==> src/rtl/win_pkg.sv <==
// Shared constants and state encoding for the Winograd F(6,4) input path.
// Used by win_tile_builder, the wc core and the downstream stage.
//   DW     : sample width (two's complement)
//   M      : outputs per tile, i.e. tile stride
//   R      : filter taps; consecutive tiles overlap by R-1 samples
//   T      : samples per tile (M+R-1)
//   TILE_W : width of one packed tile word
package win_pkg;

  localparam int unsigned DW     = 10;
  localparam int unsigned M      = 6;
  localparam int unsigned R      = 4;
  localparam int unsigned T      = M + R - 1;
  localparam int unsigned TILE_W = T * DW;

  // Fill counter spans 0..T inclusive.
  localparam int unsigned CW = $clog2(T + 1);

  localparam logic [CW-1:0] CNT_FULL    = CW'(T);
  localparam logic [CW-1:0] CNT_OVERLAP = CW'(R - 1);

  typedef enum logic [1:0] {
    FILL = 2'd0,
    HOLD = 2'd1,
    PAD  = 2'd2
  } state_t;

endpackage

==> src/rtl/win_tile_builder_if.sv <==
// Handshake bundle around win_tile_builder.
//   in_valid/in_ready/in_data/in_last     : serial sample stream
//   tile_valid/tile_ready/tile_data/tile_last : packed tile stream to wc
// slave  : view of the tile builder itself
// master : view of the environment (sample producer + tile consumer)
interface win_tile_builder_if;
  import win_pkg::*;

  logic              in_valid;
  logic              in_ready;
  logic [DW-1:0]     in_data;
  logic              in_last;

  logic              tile_valid;
  logic              tile_ready;
  logic [TILE_W-1:0] tile_data;
  logic              tile_last;

  modport slave (
    input  in_valid, in_data, in_last, tile_ready,
    output in_ready, tile_valid, tile_data, tile_last
  );

  modport master (
    output in_valid, in_data, in_last, tile_ready,
    input  in_ready, tile_valid, tile_data, tile_last
  );

endinterface

==> src/rtl/win_tile_builder.sv <==
// Assembles overlapping T-sample tiles (stride M, overlap R-1) from a serial
// sample stream and presents each as one TILE_W-bit word. The final partial
// tile of a stream is zero-padded and flagged with tile_last.
// Ports:
//   clk : rising-edge clock
//   rst : synchronous active-high reset
//   bus : win_tile_builder_if.slave (sample input + tile output handshakes)
// Tile layout: oldest sample in the top DW bits, youngest in [DW-1:0].
module win_tile_builder
  import win_pkg::*;
(
  input logic               clk,
  input logic               rst,
  win_tile_builder_if.slave bus
);

  state_t            state, state_next;
  logic [CW-1:0]     cnt, cnt_next, cnt_inc;
  logic [TILE_W-1:0] win, win_shift;
  logic              last_pend, last_pend_next;

  logic              in_ready_c;
  logic              accept;
  logic              slot_free;
  logic              shift_en;
  logic [DW-1:0]     shift_val;
  logic              load;
  logic              load_last;
  logic [TILE_W-1:0] load_data;

  assign accept    = bus.in_valid && in_ready_c;
  assign slot_free = !bus.tile_valid || bus.tile_ready;
  assign cnt_inc   = cnt + 1'b1;
  // Window shifts toward the MSBs, so a full window is already in tile order.
  // After a tile completes, the youngest R-1 samples simply stay in place and
  // reach the top again after M more shifts; no explicit copy is needed.
  assign win_shift = {win[TILE_W-DW-1:0], shift_val};

  // State / datapath register
  always_ff @(posedge clk) begin
    if (rst) begin
      state          <= FILL;
      cnt            <= '0;
      win            <= '0;
      last_pend      <= 1'b0;
      bus.tile_valid <= 1'b0;
      bus.tile_data  <= '0;
      bus.tile_last  <= 1'b0;
    end else begin
      state     <= state_next;
      cnt       <= cnt_next;
      last_pend <= last_pend_next;
      if (shift_en) begin
        win <= win_shift;
      end
      if (load) begin
        bus.tile_valid <= 1'b1;
        bus.tile_data  <= load_data;
        bus.tile_last  <= load_last;
      end else if (bus.tile_ready) begin
        bus.tile_valid <= 1'b0;
      end
    end
  end

  // Next-state and datapath control
  always_comb begin
    state_next     = state;
    cnt_next       = cnt;
    last_pend_next = last_pend;
    shift_en       = 1'b0;
    shift_val      = bus.in_data;
    load           = 1'b0;
    load_last      = 1'b0;
    load_data      = win_shift;

    unique case (state)
      FILL: begin
        if (accept) begin
          shift_en = 1'b1;
          if (cnt_inc == CNT_FULL) begin
            if (slot_free) begin
              load      = 1'b1;
              load_last = bus.in_last;
              cnt_next  = bus.in_last ? '0 : CNT_OVERLAP;
            end else begin
              cnt_next       = CNT_FULL;
              last_pend_next = bus.in_last;
              state_next     = HOLD;
            end
          end else begin
            cnt_next = cnt_inc;
            if (bus.in_last) begin
              state_next = PAD;
            end
          end
        end
      end

      PAD: begin
        shift_en  = 1'b1;
        shift_val = '0;
        if (cnt_inc == CNT_FULL) begin
          if (slot_free) begin
            load       = 1'b1;
            load_last  = 1'b1;
            cnt_next   = '0;
            state_next = FILL;
          end else begin
            // Padded tile waits in the window exactly like a stalled full tile.
            cnt_next       = CNT_FULL;
            last_pend_next = 1'b1;
            state_next     = HOLD;
          end
        end else begin
          cnt_next = cnt_inc;
        end
      end

      HOLD: begin
        if (slot_free) begin
          load       = 1'b1;
          load_data  = win;
          load_last  = last_pend;
          cnt_next   = last_pend ? '0 : CNT_OVERLAP;
          state_next = FILL;
        end
      end

      default: begin
        state_next = FILL;
      end
    endcase
  end

  // Outputs
  always_comb begin
    in_ready_c = (state == FILL) && (cnt < CNT_FULL);
  end

  assign bus.in_ready = in_ready_c;

endmodule

==> src/flat_wrapper.sv <==
// flat-port wrapper written by rule: the top's interface ports become plain ports
module win_tile_builder_flat import win_pkg::*;
  (clk, rst, bus_in_valid, bus_in_data, bus_in_last, bus_tile_ready, bus_in_ready, bus_tile_valid, bus_tile_data, bus_tile_last);
  win_tile_builder_if bus_i ();
  input logic clk;
  input logic rst;
  input wire logic [$bits(bus_i.in_valid)-1:0] bus_in_valid;
  input wire logic [$bits(bus_i.in_data)-1:0] bus_in_data;
  input wire logic [$bits(bus_i.in_last)-1:0] bus_in_last;
  input wire logic [$bits(bus_i.tile_ready)-1:0] bus_tile_ready;
  output wire logic [$bits(bus_i.in_ready)-1:0] bus_in_ready;
  output wire logic [$bits(bus_i.tile_valid)-1:0] bus_tile_valid;
  output wire logic [$bits(bus_i.tile_data)-1:0] bus_tile_data;
  output wire logic [$bits(bus_i.tile_last)-1:0] bus_tile_last;
  assign bus_i.in_valid = bus_in_valid;
  assign bus_i.in_data = bus_in_data;
  assign bus_i.in_last = bus_in_last;
  assign bus_i.tile_ready = bus_tile_ready;
  assign bus_in_ready = bus_i.in_ready;
  assign bus_tile_valid = bus_i.tile_valid;
  assign bus_tile_data = bus_i.tile_data;
  assign bus_tile_last = bus_i.tile_last;
  win_tile_builder u_core (.clk(clk), .rst(rst), .bus(bus_i));
endmodule
==> config.mk <==
export PLATFORM = sky130hd
export DESIGN_NAME = win_tile_builder_flat
export DESIGN_NICKNAME = d
export VERILOG_FILES = /design/src/rtl/win_pkg.sv /design/src/rtl/win_tile_builder_if.sv /design/src/rtl/win_tile_builder.sv /design/src/flat_wrapper.sv
export SDC_FILE = /design/constraint.sdc
export NUM_CORES = 1
export LEC_CHECK = 0
export ABC_AREA = 0
export CAP_MARGIN = 20
export CORE_MARGIN = 2
export CORE_UTILIZATION = 55
export CTS_BUF_LIST = sky130_fd_sc_hd__clkbuf_4
export DETAILED_ROUTE_END_ITERATION = 10
export PLACE_DENSITY_LB_ADDON = 0.08
export SYNTH_ARGS = -nofsm -noshare
export SYNTH_HDL_FRONTEND = slang
export SYNTH_SLANG_ARGS = --single-unit
==> constraint.sdc <==
create_clock -name clk -period 2.3 [get_ports clk]
set_input_delay 0.345 -clock clk [delete_from_list [all_inputs] [get_ports clk]]
set_output_delay 0.345 -clock clk [all_outputs]
set_load 0.03 [all_outputs]
### After elaboration in Yosys (flattened, before gate mapping)

Index checks and enable logic that the tools add are counted.

| storage, ports and cells | value |
|---|---|
| flip-flop bits (word level) | 189 |
| output and inout port bits | 93 |
| logic and storage cells | 70 |
| input port bits | 15 |

| cells by class | value |
|---|---|
| add/subtract/negate cells | 1 |
| mux-type cells | 39 |
| $lt $le $gt $ge | 1 |
| eq/ne operators | 11 |
| reductions and logical operators | 11 |

Operators by type and width:

| kind | number |
|---|---|
| 90-bit two-way mux | 2 |
| 4-bit two-way mux | 6 |
| 1-bit two-way mux | 16 |
| 2-bit two-way mux | 8 |
| 4-bit case mux with 3 select lines | 1 |
| 10-bit two-way mux | 1 |
| 2-bit by 1-bit != test with 1-bit output (second input constant) | 4 |
| 1-bit case mux with 3 select lines | 2 |
| 2-bit case mux with 3 select lines | 1 |
| 6-bit AND reduction | 1 |
| 5-bit AND reduction | 1 |
| 4-bit by 1-bit adder with 4-bit output (second input constant) | 1 |
| 4-bit == test (second input constant) | 1 |
| 4-bit less-than comparator (second input constant) | 1 |
| 2-bit != test (second input constant) | 2 |
| 1-bit case mux with 2 select lines | 2 |
| 2-bit nonzero test | 2 |
| 3-bit by 2-bit != test with 1-bit output (second input constant) | 1 |
| 3-bit != test (second input constant) | 1 |
| 3-bit AND reduction | 1 |
| 3-bit nonzero test | 1 |
| 2-bit by 1-bit == test with 1-bit output (second input constant) | 1 |
| 2-bit == test (second input constant) | 1 |
| 1-bit logical AND | 2 |
| 3 further kinds | 3 |

### Logic depth before layout (Yosys ltp)

| logic depth | value |
|---|---|
| depth after elaboration | 7 |
| gate-level depth with buffers | 11 |
| mapped depth without buffers | 8 |

### Worst setup path before layout

Ideal clock, no wire load.

| timing | value |
|---|---|
| path kind | register -> register |
| from | reg u_core.cnt[0] |
| to | reg u_core.bus.tile_data[10] |
| library setup time | 0.089 ns |
| stages on the path, launching flop included | 12 |
| arrival | 1.922 ns |
| buffers on the path | 3 |
| required time | 2.211 ns |
| slack | 0.290 ns |
| period minus slack after synthesis | 2.010 ns |
| cell sequence | dfxtp_1 -> inv_1 -> ha_1 -> nor2b_1 -> o211ai_2 -> and2_1 -> buf_6 -> o21ai_1 -> and2_1 -> buf_6 -> buf_4 -> a311oi_2 |

| on the way | value |
|---|---|
| longest elaborated chain between the ends | 5 |
| elaborated cells on any way between the ends | 8 |
| those cells by class | add/sub (1); order compare (1); eq/ne (1); mux (3); reduce/logical (2) |

RTL lines:

| what | RTL line | source |
|---|---|---|
| start, declared | win_tile_builder.sv:18 | `logic [CW-1:0] cnt, cnt_next, cnt_inc;` |
| start signal, assigned | win_tile_builder.sv:51 | `cnt <= cnt_next;` |
| 4-bit by 1-bit adder with 4-bit output or 4-bit less-than comparator (tied branches) | win_tile_builder.sv:33, win_tile_builder.sv:138 |  |
| 4-bit == test or 1-bit logical AND (tied branches) | win_tile_builder.sv:81, win_tile_builder.sv:103, win_tile_builder.sv:138 |  |
| 1-bit two-way mux or 1-bit logical AND (tied branches) | win_tile_builder.sv:81, win_tile_builder.sv:31 |  |
| 1-bit two-way mux | win_tile_builder.sv:79 | `if (accept) begin` |
| 1-bit case mux with 3 select lines * | win_tile_builder.sv:77 | `unique case (state)` |
| end signal, assigned | win_tile_builder.sv:58 | `bus.tile_data <= load_data;` |
| end, declared | win_tile_builder_if.sv:21 | `output in_ready, tile_valid, tile_data, tile_last` |

Every way passes the cells marked *; elsewhere a longest branch is shown, timed or not.
A chain may end at the register's enable or synchronous reset.

### Worst setup path after layout

| timing | value |
|---|---|
| from | reg u_core.cnt[0] |
| to | out bus_in_ready |

| on the way | value |
|---|---|
| longest elaborated chain between the ends | 2 |

RTL lines:

| what | RTL line | source |
|---|---|---|
| 4-bit less-than comparator | win_tile_builder.sv:138 | `in_ready_c = (state == FILL) && (cnt < CNT_FULL);` |
| 1-bit logical AND | win_tile_builder.sv:138 |  |
| end, declared | flat_wrapper.sv:11 | `output wire logic [$bits(bus_i.in_ready)-1:0] bus_in_ready;` |

Every way passes these cells.

==> impl_metrics.csv <==
group,metric,value,unit
status,status,"finished, final reports clean",
synthesis,ys_types,44,
layout,area_growth,19.7,%
placement,gp_congestion,0.860,
synthesis,synthArstFlopShare,0,%
synthesis,ys_seq_area_share,45.3,%
drt,first_pass_iters,5,
setup_path,crit_path_start_kind,"flip-flop",
timing,grt_setup_unrepaired,"no",
clock_tree,htree_levels,4,
synthesis,yosysTopAreaCell,"dfxtp_1",
synthesis,synth_cells,985,
timing,finalSetupTns,0,ns
grt,grt_max_degree,130,
floorplanning,ios,108,
grt,antenna_found_initial,1,
synthesis,synth_xor_area_share,0.105,%
layout,fillerInstances,1276,
grt,grt_first_pass_wirelength,34100,um
drt,drt-initial-drc-count,638,
clock_tree,numCtsBuffers,17,
pwr,fin_total_pwr,0.0137,W
pwr,p_leak,3.06,nW
synthesis,synth_mux_area_share,1.44,%
clock_tree,clk_path_buf_depth,2,
timing,fin_crit,2.18,ns
clock_tree,clk_latency,0.57,ns
grt,grt.overflow.total,0,
placement,hpwl,12600,um
floorplanning,die_h,127,um
drt,routed_wl,20800,um
timing,setup_viol,0,
drt,wire_per_inst,16.6,um
synthesis,synth_nets,1007,
clock_tree,cts.sinks,189,
setup_path,critPathKind,"reg -> out",
pwr,power.density,1370,nW/um2
grt,grt_usage,26.0,%
floorplanning,placementRows,45,
synthesis,yosysMostFrequentCell,"nand2_1",
layout,drive_above_1_share,15.0,%
timing,fmax,0.459,GHz
drt,antenna_left,0,
timing,final_max_slew_viol_count,0,
timing,tightest_slew,0.711,ns
placement,dp_slack,0.0596,ns
synthesis,synth_top_area_share,45.3,%
timing,finClkSkew,0.0160,ns
setup_path,cp.required,1.96,ns
hold_path,worstHoldPathType,"in -> reg",
layout,final_util,66.5,%
floorplanning,initial_core_util,55.5,%
layout,final_nets,1075,
timing,worst_slack,0.121,ns
synthesis,synth_compound_area_share,28.1,%
drt,vias,7240,
floorplanning,die_width,127,um
placement,port_buffers,107,
floorplanning,dieArea,16200,um2
timing,timing.hold.ws,0.163,ns
pwr,peakVddDrop,0.916,mV
timing,timing.final.crit_share,94.7,%
synthesis,synthTopCellsByCount,"339 x nand2_1, 189 x dfxtp_1, 177 x a21oi_1",
grt,grt_pass1_vias,6699,
floorplanning,core,15000,um2
synthesis,synth_top_family_by_area,"compound AO/OA/AOI/OAI gates",
synthesis,synth_fa_ha_area_share,1.05,%
synthesis,synth_edf_count,0,
clock_tree,cts.clk_slew.worst_paths,0.13,ns
clock_tree,cts_root_buffer,"clkbuf_4",
flow_run,maxCapViolations,0,
synthesis,synth.area.top_cells,"dfxtp_1 45%, nand2_1 15%, a311oi_2 14%, a21oi_1 11%, clkbuf_1 3.0%",
clock_tree,postCtsSetupRepairBufs,0,
drt,drc,0,
synthesis,ys_ff_latch,189,
setup_path,cp_data_arrival_time,1.83,ns
synthesis,ys_warn_count,0,
synthesis,avgSynthCellArea,8.48,um2
synthesis,synthSimpleGateAreaFrac,18.4,%
timing,slew_headroom,52.6,%
synthesis,ys.flop_type,"dfxtp_1",
setup_path,endpoint_kind,"output pin",
clock_tree,cts_tree,"done",
drt,routed_via_density,5.78,
synthesis,syn_area,8350,um2
timing,finalHoldViolCount,0,
setup_path,path_max_fanout,5,
[sequential cells by signal, summed over array words and instances, names as in the netlist]
name                   count
u_core.bus.tile_data      90
u_core.win                90
u_core.cnt                 4
u_core.state               2
u_core.bus.tile_last       1
u_core.bus.tile_valid      1
u_core.last_pend           1
[through the flow]
step | instances | instance area (um2)
2_1_floorplan | 985 | 8350
3_5_place_dp | 1222 | 9680
3_3_place_gp | 1222 | 9680
5_1_grt | 1252 | 10000
6_report | 1252 | 10000
4_1_cts | 1251 | 9970
[power breakdown]
part | internal [W] | switching [W] | total [W]
Clock | 0.000855 | 0.00107 | 0.00192
Sequential | 0.00400 | 0.000546 | 0.00455
Combinational | 0.00275 | 0.00444 | 0.00718
Total | 0.00760 | 0.00605 | 0.0137
[worst max-delay path, cell delays in order, from the launching register on]
cell	delay, ns
dfxtp_4	0.39
inv_1	0.06
ha_1	0.18
nor2b_2	0.16
nand2b_4	0.15
and2_1	0.15
buf_2	0.17
[routing by layer]
metal | share of wire (%) | vias to the layer above | wire [um] | track usage [%]
met5 | 0 | - | 0 | 0
met4 | 1.6 | 0 | 329 | 8.14
li1 | - | 3556 | - | -
met2 | 48 | 197 | 10000 | 42.6
met3 | 4.8 | 23 | 1010 | 4.06
met1 | 45 | 3464 | 9440 | 35.6
[timing repair]
action | 4_1_cts | 5_1_grt
hold buffers | 0 | 0
pin swaps | 0 | 0
cloned | 0 | 0
resized for setup | 8 | 3
endpoints found under the hold margin | 0 | 0
setup endpoints to repair | 1 | 4
[logic make-up after synthesis]
family / count (synthesis)
compound gates: 288
xor+xnor: 1
fa+ha+maj: 7
buf+inv: 99
flops: 189
mux: 12
simple gates: 389
[path summary, 6_finish.rpt]
kind | from | endpoint | slack (ns) | depth (start not counted)
max | u_core.cnt[0] | bus_in_ready | 0.12 | 6
min | rst | u_core.bus.tile_valid | 0.16 | 3
max reg2reg | u_core.state[1] | u_core.bus.tile_data[15] | 0.16 | 9
min reg2reg | u_core.win[87] | u_core.win[87] | 0.46 | 2
[layout make-up]
cell class	instances	area, um2	share of cell area [%]
Antenna cell	1	2.50	0.0250
Clock buffer	19	143	1.43
Sequential cell	189	3790	37.9
Timing Repair Buffer	139	1500	15.0
Inverter	9	33.8	0.338
Tap cell	188	235	2.35
Multi-Input combinational cell	697	4150	41.5
Clock inverter	10	149	1.49
[layout by cell type, fill, tap and decap left out, types with 2 or more instances in the layout]
master           Yosys  final
nand2_2              0      2
a21oi_1            177    177
a311oi_1            11     11
nand2_1            339    337
clkinv_2             0      2
and2_1               4      2
buf_12               0     15
clkbuf_4             0     19
mux2i_1             12     12
nor2_4               0      2
nor2_1              20     18
ha_1                 7      7
buf_4               17     17
inv_1                8      8
nand3_1             13     13
bufinv_16            0      4
dfxtp_1            189    187
a311oi_2            80     80
clkdlybuf4s50_1      0    105
o21ai_0              4      4
clkinv_1             0      3
(Power assumes the default switching activity.)
